**config.mk**
```make
export PLATFORM = sky130hd
export DESIGN_NAME = alu_request_arbiter
export DESIGN_NICKNAME = d
export VERILOG_FILES = /design/src/rtl/alu_request_arbiter.sv
export SDC_FILE = /design/constraint.sdc
export NUM_CORES = 1
export LEC_CHECK = 0
export CORE_ASPECT_RATIO = 1.5
export CORE_MARGIN = 5
export CORE_UTILIZATION = 45
export CTS_CLUSTER_DIAMETER = 100
export DETAILED_ROUTE_END_ITERATION = 6
export PLACE_DENSITY = 0.65
export SLEW_MARGIN = 20
export SYNTH_ARGS = -nofsm -noshare
export SYNTH_HDL_FRONTEND = slang
export SYNTH_SLANG_ARGS = --single-unit
```
**constraint.sdc**
```tcl
create_clock -name clk -period 16.9 [get_ports clk]
set_clock_uncertainty 0.2 [all_clocks]
set_input_delay 1.69 -clock clk [delete_from_list [all_inputs] [get_ports clk]]
set_output_delay 1.69 -clock clk [all_outputs]
set_load 0.02 [all_outputs]
```
**src/rtl/alu_request_arbiter.sv**
```systemverilog
// Round-robin front end sharing one 8-bit ALU between two requesters.
// Operands are held for one EXEC cycle; result returns over a response handshake.
module arithmetic_logic_unit (
    input  logic [7:0] a,
    input  logic [7:0] b,
    input  logic [3:0] operation_select,
    output logic [7:0] result_output,
    output logic       carry_flag
);
    logic [8:0] sum;

    always_comb begin
        sum = {1'b0, a} + {1'b0, b};
        carry_flag = sum[8];
        result_output = 8'h00;
        unique case (operation_select)
            4'h0: result_output = sum[7:0];
            4'h1: result_output = a - b;
            4'h2: result_output = a * b;
            4'h3: result_output = (b == 8'h00) ? 8'h00 : a / b;
            4'h4: result_output = a << 1;
            4'h5: result_output = a >> 1;
            4'h6: result_output = {a[6:0], a[7]};
            4'h7: result_output = {a[0], a[7:1]};
            4'h8: result_output = a & b;
            4'h9: result_output = a | b;
            4'hA: result_output = a ^ b;
            4'hB: result_output = ~(a | b);
            4'hC: result_output = ~(a & b);
            4'hD: result_output = ~(a ^ b);
            4'hE: result_output = (a > b) ? 8'h01 : 8'h00;
            4'hF: result_output = (a == b) ? 8'h01 : 8'h00;
            default: result_output = 8'h00;
        endcase
    end
endmodule

module alu_request_arbiter #(
    parameter logic [15:0] OP_ENABLE_MASK = 16'hFFFF
) (
    input  logic        clk,
    input  logic        rst,
    input  logic        req0_valid,
    output logic        req0_ready,
    input  logic [7:0]  req0_a,
    input  logic [7:0]  req0_b,
    input  logic [3:0]  req0_op,
    input  logic        req1_valid,
    output logic        req1_ready,
    input  logic [7:0]  req1_a,
    input  logic [7:0]  req1_b,
    input  logic [3:0]  req1_op,
    output logic        resp0_valid,
    input  logic        resp0_ready,
    output logic        resp1_valid,
    input  logic        resp1_ready,
    output logic [7:0]  resp_result,
    output logic        resp_carry,
    output logic        resp_error,
    output logic [15:0] ops_completed
);
    typedef enum logic [1:0] {IDLE, EXEC, RESP} state_t;

    state_t      state_q, state_d;
    logic        last_grant, owner;
    logic [7:0]  opa_q, opb_q;
    logic [3:0]  op_q;
    logic [7:0]  alu_result;
    logic        alu_carry;
    logic [15:0] count_q;
    logic        win0, win1, accept, resp_take;

    arithmetic_logic_unit u_alu (
        .a                (opa_q),
        .b                (opb_q),
        .operation_select (op_q),
        .result_output    (alu_result),
        .carry_flag       (alu_carry)
    );

    // On a tie the requester that was not served last wins.
    always_comb begin
        win0 = req0_valid && (!req1_valid || last_grant);
        win1 = req1_valid && (!req0_valid || !last_grant);
        req0_ready = !rst && (state_q == IDLE) && win0;
        req1_ready = !rst && (state_q == IDLE) && win1;
        accept = req0_ready || req1_ready;
        resp_take = owner ? resp1_ready : resp0_ready;
        state_d = state_q;
        unique case (state_q)
            IDLE:    if (accept) state_d = EXEC;
            EXEC:    state_d = RESP;
            RESP:    if (resp_take) state_d = IDLE;
            default: state_d = IDLE;
        endcase
    end

    always_ff @(posedge clk or posedge rst) begin
        if (rst) begin
            state_q     <= IDLE;
            last_grant  <= 1'b1;
            owner       <= 1'b0;
            opa_q       <= 8'h00;
            opb_q       <= 8'h00;
            op_q        <= 4'h0;
            resp_result <= 8'h00;
            resp_carry  <= 1'b0;
            resp_error  <= 1'b0;
            resp0_valid <= 1'b0;
            resp1_valid <= 1'b0;
            count_q     <= 16'h0000;
        end else begin
            state_q <= state_d;
            unique case (state_q)
                IDLE: begin
                    if (accept) begin
                        owner <= req1_ready;
                        opa_q <= req1_ready ? req1_a : req0_a;
                        opb_q <= req1_ready ? req1_b : req0_b;
                        op_q  <= req1_ready ? req1_op : req0_op;
                    end
                end
                EXEC: begin
                    if (OP_ENABLE_MASK[op_q]) begin
                        resp_result <= alu_result;
                        resp_carry  <= alu_carry;
                        resp_error  <= 1'b0;
                    end else begin
                        resp_result <= 8'h00;
                        resp_carry  <= 1'b0;
                        resp_error  <= 1'b1;
                    end
                    resp0_valid <= !owner;
                    resp1_valid <= owner;
                end
                RESP: begin
                    if (resp_take) begin
                        resp0_valid <= 1'b0;
                        resp1_valid <= 1'b0;
                        last_grant  <= owner;
                        count_q     <= count_q + 16'd1;
                    end
                end
                default: ;
            endcase
        end
    end

    assign ops_completed = count_q;
endmodule

```
==> results_dict.tcl <==
set metrics [dict create \
    status "finished clean" \
    slowest_stage "a2111oi_4" \
    fillers 1268 \
    antenna_found_initial 0 \
    drv_slew 0 \
    clkLatencyLatePin_ps 300 \
    io_pins 76 \
    multi_input_area_sq_mm 0.00456 \
    worst_pin_slew_ps 1020 \
    critical_path_depth 44 \
    holdBufCountCts 0 \
    finalSetupViolations 0 \
    grt_pass1_wl_um 32100 \
    design.die.area_sq_mm 0.0163 \
    drt-initial-drc-count 367 \
    rsz0062_at_grt "false" \
    ys_types 74 \
    crit_family "compound AO/OA/AOI/OAI gates" \
    synthArstFlopShare_pct 100 \
    place_hpwl_um 15800 \
    worst_ep_required_time_ps 16870 \
    path_clk_slew_ps 70 \
    antenna_left 0 \
    synth_seq_area_share_pct 20.6 \
    die_w_um 106 \
    crit_type "reg2reg" \
    r2r_cells 44 \
    cp-end-kind "flip-flop" \
    setup-tns-final_ps 0 \
    relSlewSlack_pct 31.4 \
    r2r_end "resp_result[0]" \
    grt_overflow 0 \
    synth_nets 922 \
    port_buffers 74 \
    yosysWarnings 0 \
    start_kind "flip-flop" \
    final_net_count 972 \
    synth_edf_count 0 \
    grt_usage_pct 24.6 \
    num_rows 52 \
    cts_buffers 5 \
    synth.cell_area_sq_mm 0.00621 \
    r2r-start "opb_q[0]" \
    die_h_um 154 \
    hold_depth 1 \
    avgSynthCellArea_sq_um 7.94 \
    placed_cell_area_sq_mm 0.00705 \
    finalHoldViolations 0 \
    clk_path_buf_depth 2 \
    ys.flop_type "dfrtp_1" \
    htree_levels 2 \
    synth_cells 782 \
    drc 0 \
    maxCapViolations 0 \
    rrSetupSlack_ps 5360 \
    diodes 0 \
    period_share_pct 68.3 \
    synth_seq_cells 51 \
    cts-root-buf "clkbuf_16" \
    place_congestion 0.979 \
    grt_max_degree 52 \
    detailroute.via_count 5989 \
    hold_end "ops_completed[15]" \
    stdcell_area_sq_mm 0.00723 \
    final_layout_size_suffix_gt1_share_pct 4.80 \
    post-cts-setup-buffers 0 \
    max_freq_mhz 86.6 \
    vias_per_cell 6.02 \
    final-seq-area_sq_mm 0.00128 \
    drtPass1Iterations 5 \
    crit_top_cell "ha_1" \
    hold_class "reg2reg" \
    first_global_vias 6192 \
    cts_tree "done" \
    routedWlPerCell_um 20.3 \
    cts_num_sinks 51 \
    min-delay-start "ops_completed[15]" \
    cp.arrival_ps 11520 \
    crit_fanout 13 \
    areaGrowthSynthToFinish_pct 16.4 \
    worst-path-buf-inv 3 \
    core_area_sq_mm 0.0135 \
    start_util_pct 45.9 \
    ctsResizeCount 0 \
    min_period_ps 11540 \
    wl_um 20200 \
    cpPeakStageDelay_ps 520 \
]
## cell usage after synthesis, drive strengths merged, types with 19 or more instances
| cell type | number | area share [%] |
|---|---|---|
| inv | 57 | 3.4 |
| nor2 | 81 | 4.9 |
| a31oi | 29 | 2.9 |
| o21ai | 36 | 2.9 |
| dfrtp | 50 | 20 |
| a21oi | 41 | 3.3 |
| nand2 | 97 | 5.9 |
| ha | 80 | 16 |
| xor2 | 24 | 3.4 |
| nor3 | 19 | 1.6 |
| clkbuf | 33 | 2.0 |
| xnor2 | 36 | 5.1 |
## flip-flops by register name, summed over array words and instances, names as in the netlist
name,cells
ops_completed,16
opa_q,8
opb_q,8
resp_result,8
op_q,4
state_q,2
last_grant,1
owner,1
resp0_valid,1
resp1_valid,1
resp_carry,1
## worst register-to-register path, delay by kind of cell (launching register included)
family	cells	cell delay, ps
AO/OA/AOI/OAI	23	5260
flip-flops	1	510
AND/OR/NAND/NOR	7	1340
multiplexers	3	980
buffers and inverters	3	710
adder cells (fa/ha/maj)	8	2430
## per-stage QoR
stage | utilization (%) | worst slack [ps] | cells | hold WS, ps
after floorplan | - | 6840 | 782 | 312
after global placement | 52.1 | 6160 | 987 | 256
after detailed placement | 52.1 | 5510 | 987 | 260
after CTS | 53.4 | 5480 | 995 | 271
after global routing | 53.4 | 4620 | 995 | 309
final | 53.4 | 5360 | 995 | 265
## placed cells by master (no fill, tap or decap), drive strengths merged, types with 16 or more instances in the layout
cell / netlist / layout
a21oi: 41 / 41
a31oi: 29 / 29
clkdlybuf4s50: 0 / 74
dfrtp: 50 / 50
ha: 80 / 80
inv: 57 / 57
nand2: 97 / 97
nand3: 16 / 16
nor2: 81 / 81
nor2b: 17 / 17
nor3: 19 / 19
o21ai: 36 / 36
xnor2: 36 / 36
xor2: 24 / 24
## layout make-up
type                    instances  area share, %
well taps                     162           2.80
repair buffers                 81           11.0
flip-flops and latches         51           17.7
multi-input cells             635           63.1
inverters                      58           3.03
clock buffers                   6           1.92
clock inverters                 2          0.537
## cell families (layout without fill, tap and decap cells)
logic type / Yosys count / after routing / share of synthesized area, %
multiplexers: 16 / 16 / 2.80
AND/OR/NAND/NOR: 278 / 278 / 20.8
AO/OA/AOI/OAI: 186 / 186 / 20.6
buffers and inverters: 96 / 147 / 6.01
XOR/XNOR: 60 / 60 / 8.47
adder cells (fa/ha/maj): 94 / 94 / 20.6
other: 1 / 1 / 0.0604
flip-flops: 51 / 51 / 20.6
## layer usage
layer	routed length, um	global-route usage (%)
met1	7570	27.5
met2	10600	45.3
met3	1060	3.23
met4	982	12.4
met5	0	0
## worst max path at each step
stage,start,end,slack (ps)
2_1_floorplan,opb_q[4],resp_result[0],6840
3_3_place_gp,opb_q[4],resp_result[0],6160
3_5_place_dp,opb_q[0],resp_result[0],5510
4_1_cts,opb_q[0],resp_result[0],5480
5_1_grt,opb_q[0],resp_result[0],4620
6_report,opb_q[0],resp_result[0],5360
Power is left out: the tool's default activity adds up to more than one toggle a clock period on the data nets, which glitch-free logic cannot reach.
